### src/rtl/column_writer.sv
// Column writer: takes one DDA ray result per column and paints a full
// vertical strip of the framebuffer (ceiling, wall slice, floor), one
// pixel per pixel_clk_in cycle, then pulses frame_done_out after the
// last ray of a frame.
module column_writer #(
    parameter int          SCREEN_WIDTH  = 320,
    parameter int          SCREEN_HEIGHT = 180,
    parameter logic [15:0] CEIL_COLOR    = 16'h4208,
    parameter logic [15:0] FLOOR_COLOR   = 16'h8410
) (
    input  logic                                           pixel_clk_in,
    input  logic                                           rst_in,
    input  logic                                           dda_fifo_tvalid,
    input  logic [37:0]                                    dda_fifo_tdata,
    input  logic                                           dda_fifo_tlast,
    output logic                                           dda_fifo_tready,
    output logic [$clog2(SCREEN_WIDTH*SCREEN_HEIGHT)-1:0]  fb_addr_out,
    output logic [15:0]                                    fb_data_out,
    output logic                                           fb_we_out,
    output logic                                           frame_done_out,
    output logic                                           busy_out
);

    // state | meaning
    // IDLE  | waiting for a ray entry, tready high
    // SETUP | entry latched, first row prepared
    // DRAW  | one framebuffer write per cycle, row 0..SCREEN_HEIGHT-1
    // DONE  | single-cycle frame_done_out after the frame's last ray

    localparam int ADDR_W = $clog2(SCREEN_WIDTH * SCREEN_HEIGHT);
    localparam int ROW_W  = $clog2(SCREEN_HEIGHT);

    localparam logic [ROW_W-1:0]   LAST_ROW  = ROW_W'(SCREEN_HEIGHT - 1);
    localparam logic [ADDR_W-1:0]  ROW_STEP  = ADDR_W'(SCREEN_WIDTH);
    localparam logic [9:0]         WIDTH_LIM = 10'(SCREEN_WIDTH);
    localparam logic signed [15:0] MID_ROW   = 16'(SCREEN_HEIGHT / 2);
    localparam logic signed [15:0] HEIGHT_S  = 16'(SCREEN_HEIGHT);

    typedef enum logic [1:0] {IDLE, SETUP, DRAW, DONE} state_t;

    state_t              state_q, state_d;
    logic [8:0]          hcount_q;
    logic [7:0]          height_q;
    logic                wall_type_q;
    logic [2:0]          map_q;
    logic                last_q;
    logic [ROW_W-1:0]    row_q, row_d;
    logic [ADDR_W-1:0]   base_q, base_d;
    logic                emit;
    logic                col_valid;
    logic signed [15:0]  half_s, start_raw, end_raw, wall_start, wall_end, row_s;
    logic [15:0]         palette_color, wall_color, pixel;

    // wallX and mapData[3] carry no meaning for this renderer
    logic unused_bits;
    assign unused_bits = ^{dda_fifo_tdata[15:0], dda_fifo_tdata[19], height_q[0]};

    function automatic logic [15:0] palette(input logic [2:0] idx);
        case (idx)
            3'd0:    palette = 16'hF81F;
            3'd1:    palette = 16'hF800;
            3'd2:    palette = 16'h07E0;
            3'd3:    palette = 16'h001F;
            3'd4:    palette = 16'hFFFF;
            3'd5:    palette = 16'hFFE0;
            3'd6:    palette = 16'h07FF;
            default: palette = 16'h8410;
        endcase
    endfunction

    assign dda_fifo_tready = (state_q == IDLE);
    assign busy_out        = (state_q != IDLE);
    assign frame_done_out  = (state_q == DONE);
    assign col_valid       = ({1'b0, hcount_q} < WIDTH_LIM);

    // Wall bounds depend only on the latched height, so they are stable from
    // SETUP onward; signed 16-bit math lets tall walls clamp instead of wrap.
    always_comb begin
        half_s     = $signed({9'd0, height_q[7:1]});
        start_raw  = MID_ROW - half_s;
        end_raw    = MID_ROW + half_s;
        wall_start = (start_raw < 16'sd0) ? 16'sd0 : start_raw;
        wall_end   = (end_raw > HEIGHT_S) ? HEIGHT_S : end_raw;
    end

    // Colour of the row about to be registered onto the framebuffer port.
    always_comb begin
        row_s         = $signed(16'(row_d));
        palette_color = palette(map_q);
        wall_color    = wall_type_q ? ((palette_color >> 1) & 16'h7BEF) : palette_color;
        if (row_s < wall_start) begin
            pixel = CEIL_COLOR;
        end else if (row_s >= wall_end) begin
            pixel = FLOOR_COLOR;
        end else begin
            pixel = wall_color;
        end
    end

    // Next-state logic; emit marks a row to be registered onto the write port.
    always_comb begin
        state_d = state_q;
        row_d   = row_q;
        base_d  = base_q;
        emit    = 1'b0;
        case (state_q)
            IDLE: begin
                if (dda_fifo_tvalid) begin
                    state_d = SETUP;
                end
            end
            SETUP: begin
                state_d = DRAW;
                row_d   = '0;
                base_d  = '0;
                emit    = 1'b1;
            end
            DRAW: begin
                if (row_q == LAST_ROW) begin
                    state_d = last_q ? DONE : IDLE;
                end else begin
                    row_d  = row_q + ROW_W'(1);
                    base_d = base_q + ROW_STEP;
                    emit   = 1'b1;
                end
            end
            DONE: begin
                state_d = IDLE;
            end
            default: begin
                state_d = IDLE;
            end
        endcase
    end

    // State, latched ray fields and the registered framebuffer write port.
    always_ff @(posedge pixel_clk_in) begin
        if (rst_in) begin
            state_q     <= IDLE;
            hcount_q    <= '0;
            height_q    <= '0;
            wall_type_q <= 1'b0;
            map_q       <= '0;
            last_q      <= 1'b0;
            row_q       <= '0;
            base_q      <= '0;
            fb_we_out   <= 1'b0;
            fb_addr_out <= '0;
            fb_data_out <= '0;
        end else begin
            state_q <= state_d;
            row_q   <= row_d;
            base_q  <= base_d;
            if (state_q == IDLE && dda_fifo_tvalid) begin
                hcount_q    <= dda_fifo_tdata[37:29];
                height_q    <= dda_fifo_tdata[28:21];
                wall_type_q <= dda_fifo_tdata[20];
                map_q       <= dda_fifo_tdata[18:16];
                last_q      <= dda_fifo_tlast;
            end
            fb_we_out <= emit && col_valid;
            if (emit && col_valid) begin
                fb_addr_out <= base_d + ADDR_W'(hcount_q);
                fb_data_out <= pixel;
            end
        end
    end

endmodule

### config.mk
export PLATFORM = sky130hd
export DESIGN_NAME = column_writer
export DESIGN_NICKNAME = d
export VERILOG_FILES = /design/src/rtl/column_writer.sv
export SDC_FILE = /design/constraint.sdc
export NUM_CORES = 1
export LEC_CHECK = 0
export ABC_CLOCK_PERIOD_IN_PS = 3300
export BUFFER_PORTS_ARGS = -buffer_cell sky130_fd_sc_hd__buf_2
export CAP_MARGIN = 10
export CELL_PAD_IN_SITES_DETAIL_PLACEMENT = 0
export CELL_PAD_IN_SITES_GLOBAL_PLACEMENT = 1
export CORE_ASPECT_RATIO = 1.4
export CORE_MARGIN = 10
export CORE_UTILIZATION = 38
export DETAILED_ROUTE_END_ITERATION = 8
export GPL_TIMING_DRIVEN = 0
export HOLD_SLACK_MARGIN = 0.1
export PLACE_DENSITY = 0.87
export SLEW_MARGIN = 20
export SYNTH_ARGS = -nofsm -noshare
export SYNTH_HDL_FRONTEND = slang
export SYNTH_SLANG_ARGS = --single-unit
### constraint.sdc
create_clock -name pixel_clk_in -period 3.3 [get_ports pixel_clk_in]
set_clock_uncertainty 0.05 [all_clocks]
set_input_delay 0.165 -clock pixel_clk_in [delete_from_list [all_inputs] [get_ports pixel_clk_in]]
set_output_delay 0.165 -clock pixel_clk_in [all_outputs]
set_load 0.02 [all_outputs]
# Yosys cells after proc, flatten, opt, wreduce, memory -nomap -nowiden
# Index checks and enable logic that the tools add are counted.
[word_totals]
regBits = 81
out_inout_bits = 36
wordCells = 55
[op_classes]
n_reduce_logical = 6
add_sub_neg = 5
eq_ne = 12
n_lt_le_gt_ge = 5
mux = 16
[ops]
columns = ["op", "n"]
rows = [
  ["$pmux 16 s7", 1],
  ["$mux 16", 5],
  ["$pmux 16 s2", 1],
  ["$add 16x9->16", 1],
  ["$add 16x9->16 const B", 1],
  ["$lt 9x16->1", 1],
  ["$mux 8", 2],
  ["$pmux 8 s2", 1],
  ["$eq 3x3->1 const B", 3],
  ["$lt 9x9->1 const B", 1],
  ["$add 7x7->8 const A", 1],
  ["$add 8x1->8 const B", 1],
  ["$eq 8x8->1 const B", 1],
  ["$ge 8x8->1", 1],
  ["$gt 8x8->1 const B", 1],
  ["$lt 8x1->1 const B", 1],
  ["$pmux 2 s4", 1],
  ["$sub 7x7->8 const A", 1],
  ["$eq 3x2->1 const B", 2],
  ["$mux 2", 3],
  ["$eq 2x2->1 const B", 2],
  ["$ne 2x2->1 const B", 2],
  ["$eq 3x1->1 const B", 1],
  ["$logic_not 3->1", 1],
  ["7 further kinds", 8],
]

# Logic depth before layout (Yosys ltp)
[logic_depth]
depth_word = 6
ltp_mapped = 17
ltp_nobuf = 17

# Worst setup path after synthesis
# No wires, ideal clock.
[synth_timing]
path_kind = "register to register"
from = "register height_q[2]"
to = "register fb_data_out[8]"
stages_incl_launch_ff = 18
setup_slack_ps = -197
required_ps = 3191
synth_period_minus_slack_ps = 3497
path_buffers = 0
arrival_time_ps = 3387
cell_sequence = "dfxtp_1 -> inv_1 -> ha_1 -> nand2b_1 -> a221oi_1 -> a31oi_1 -> nor2_1 -> o211ai_1 -> o21ai_0 -> nor2_1 -> ha_1 -> nand2b_1 -> a21o_1 -> a21oi_1 -> o21ai_0 -> o41ai_1 -> nor3b_2 -> a22o_1"
[synth_via]
elab_chain_cells = 6
word_cells_on_any_way = 10
cone_classes = "add/sub: 2; order compare: 4; mux: 4"
[synth_lines]
columns = ["element", "line", "text"]
rows = [
  ["from (decl)", "43", "logic [7:0] height_q;"],
  ["from (signal assigned)", "156", "height_q <= dda_fifo_tdata[28:21];"],
  ["$add 7x7->8", "81", "end_raw = MID_ROW + half_s;"],
  ["$gt 8x8->1", "83", "wall_end = (end_raw > HEIGHT_S) ? HEIGHT_S : end_raw;"],
  ["$mux 8", "83", ""],
  ["$ge 8x8->1", "93", "end else if (row_s >= wall_end) begin"],
  ["$mux 16", "93", ""],
  ["$mux 16 (*)", "91", "if (row_s < wall_start) begin"],
  ["to (signal assigned)", "164", "fb_data_out <= pixel;"],
  ["to (decl)", "18", "output logic [15:0] fb_data_out,"],
]
# Mark *: on every way between the ends. The rest lies on a longest branch, timed or not.
# A chain may end at the register's enable or synchronous reset.

# Worst setup path after layout
[layout_timing]
from = "register height_q[2]"
to = "register fb_data_out[13]"
# Same word-level chain as after synthesis.

==> out/metrics.yaml <==
status: "finished, final reports clean"
combPwrFrac: 0.375
cts_buffers: 9
ys_ff_latch: 73
grt_overflow: 0
fmax_mhz: 309
drc: 0
vias_per_cell: 5.25
cts_tree: "done"
p_clk_frac: 0.304
cts.sinks: 73
yosys_most_used_dff: "dfxtp_1"
syn2layout_area_growth_pct: 30.4
p_int_mw: 2.08
hp-class: "in -> reg"
place.gp.congestion: 0.883
p_seq_frac: 0.320
cts-htree-levels: 3
cp.required_ns: 3.53
worstPathArrival_ns: 3.46
peakVddDrop_v: 0.000232
p_switching_mw: 1.20
std_cell_rows: 46
grt_pass1_vias: 4255
synthCells: 542
slew_headroom: 0.542
layout_commonest_cell: "nand2_1"
worstSkewPairLatency_ns: 0.33
grt_pass1_wl_um: 19900
first_pass_iters: 5
initial_core_util: 0.389
fillers: 1084
dp_hpwl_um: 9120
rsz0062_at_grt: "true"
dieArea_um2: 16500
power.density_nw_per_um2: 567
tightestPinTransition_ns: 0.684
ys_warn_count: 0
synth_cell_types: 67
finalNonFillerCells: 797
seq_area_frac_synth: 0.329
path_class: "reg -> reg"
synth_fp_nets: 619
endpoint_kind: "register"
p_leak_nw: 2.50
post-route-util: 0.508
antenna_cells: 0
finalCritPeriodShare: 0.981
dr.first_iter.drc_count: 150
place_inst: 745
start_kind: "register"
core-area_um2: 11400
finalSetupViolCount: 0
wl_per_cell_um: 15.4
slew_violations: 0
chipWidth_um: 111
root_buffer: "clkbuf_16"
drv_cap: 0
synth_edf_count: 0
finalHoldViolations: 0
die_y_um: 148
nets: 725
async_flop_share: 0
postRouteAntennaNets: 0
hold_ws_ns: 0.172
wl_um: 12300
num_vias: 4186
io_buffers: 59
ios: 78
period_needed_ns: 3.24
switching_share: 0.365
clk_pin_slew_ns: 0.06
drive_gt1_frac: 0.251
syn_avg_cell_area_um2: 8.19
layout_common_cells: "89 x nand2_1, 67 x dfxtp_1, 62 x buf_2"
antenna_found_initial: 0
crit_path_max_fanout: 6
grt_max_degree: 13
cts_max_path_buffers: 2
syn_area_um2: 4440
grtUsageTotal: 0.145
-- critical path, cell delays in order (launching register included) --
cell,delay (ns)
dfxtp_4,0.38
inv_4,0.04
ha_4,0.27
nand2b_4,0.07
a221oi_2,0.22
a31oi_1,0.06
nor2_1,0.13
o211ai_1,0.11
o21ai_2,0.16
nor2_1,0.07
ha_1,0.27
nand2b_4,0.13
a21o_1,0.16
a21oi_2,0.18
o21ai_2,0.10
o41ai_4,0.19
buf_4,0.20
nor3b_4,0.22
a22o_1,0.15
-- logic make-up (layout without fill, tap and decap cells) --
family / after synthesis / after routing / share of synthesized area
compound gates: 133 / 133 / 0.216
xor+xnor: 21 / 21 / 0.0414
fa+ha+maj: 35 / 35 / 0.100
buf+inv: 47 / 158 / 0.0479
flops: 73 / 73 / 0.329
mux: 6 / 6 / 0.0141
simple gates: 227 / 227 / 0.251
-- power by group through the flow --
| stage | combinational (mW) | clock [mW] | sequential, mW |
|---|---|---|---|
| floorplan | 0.696 | 0 | 1.09 |
| global placement | 0.995 | 0 | 1.06 |
| detailed placement | 1.01 | 0 | 1.07 |
| CTS | 1.16 | 1.02 | 1.05 |
| global route | 1.36 | 1.05 | 1.06 |
| finish | 1.23 | 0.998 | 1.05 |
-- metrics by stage --
step           instance area, um2  power, mW  TNS (ns)  setup slack (ns)
2_1_floorplan                4450       1.78         0            0.0175
3_3_place_gp                 4920       2.06    -11.31            -0.810
3_5_place_dp                 4920       2.07    -12.44            -0.848
4_1_cts                      5650       3.23         0            0.0118
5_1_grt                      5790       3.48    -0.296           -0.0599
6_report                     5790       3.28         0            0.0626
-- state kept, by name, indices dropped and copies added (netlist names) --
signal,flops
base_q,16
fb_addr_out,16
fb_data_out,9
fb_we_out,1
hcount_q,9
height_q,7
last_q,1
map_q,3
row_q,8
state_q,2
wall_type_q,1
-- final timing paths --
| kind | from | to | slack, ns | cells after the start |
|---|---|---|---|---|
| setup / recovery | height_q[2]$_SDFFE_PP0P_ | fb_data_out[13]$_SDFFE_PP0P_ | 0.06 | 18 |
| hold / removal | dda_fifo_tvalid | hcount_q[6]$_SDFFE_PP0P_ | 0.17 | 4 |
| setup reg to reg | height_q[2]$_SDFFE_PP0P_ | fb_data_out[13]$_SDFFE_PP0P_ | 0.06 | 18 |
| hold reg to reg | fb_addr_out[6]$_SDFFE_PP0P_ | fb_addr_out[6]$_SDFFE_PP0P_ | 0.40 | 2 |
-- repair_timing --
action	CTS	global route
endpoints found under the setup margin	21	17
hold buffers	21	0
setup buffers	10	6
hold endpoints to repair	21	0
gates resized for setup	40	25
pin swaps	14	17
-- synth_stat cells (all sizes together), types with 10 or more instances --
library cell	n	area, um2
nand2	89	334
nor2	54	210
nor3	11	60.1
nand2b	11	71.3
inv	16	60.1
clkbuf	20	75.1
buf	11	77.6
ha	34	425
a21oi	44	220
xnor2	11	96.3
xor2	10	87.6
a211oi	13	110
o21ai	28	151
dfxtp	73	1460
nor2b	15	93.8
-- layer usage --
metal	global-route usage	vias up	share of wire	wire length, um
met3	0.0271	26	0.050	615
li1	-	2101	-	-
met5	0	-	0	0
met2	0.269	120	0.52	6380
met1	0.148	1939	0.40	4890
met4	0.0870	0	0.033	402
-- final cells by class --
type / instances / area (um2) / area share
clock inverter: 5 / 53.8 / 0.00930
inverter: 16 / 62.6 / 0.0108
timing repair buffer: 96 / 642 / 0.111
buffer: 30 / 175 / 0.0303
tap: 144 / 180 / 0.0311
clock buffer: 11 / 253 / 0.0437
sequential: 73 / 1480 / 0.256
multi-input combinational: 422 / 2940 / 0.508
Note: power is estimated with default switching activity, not from simulation.
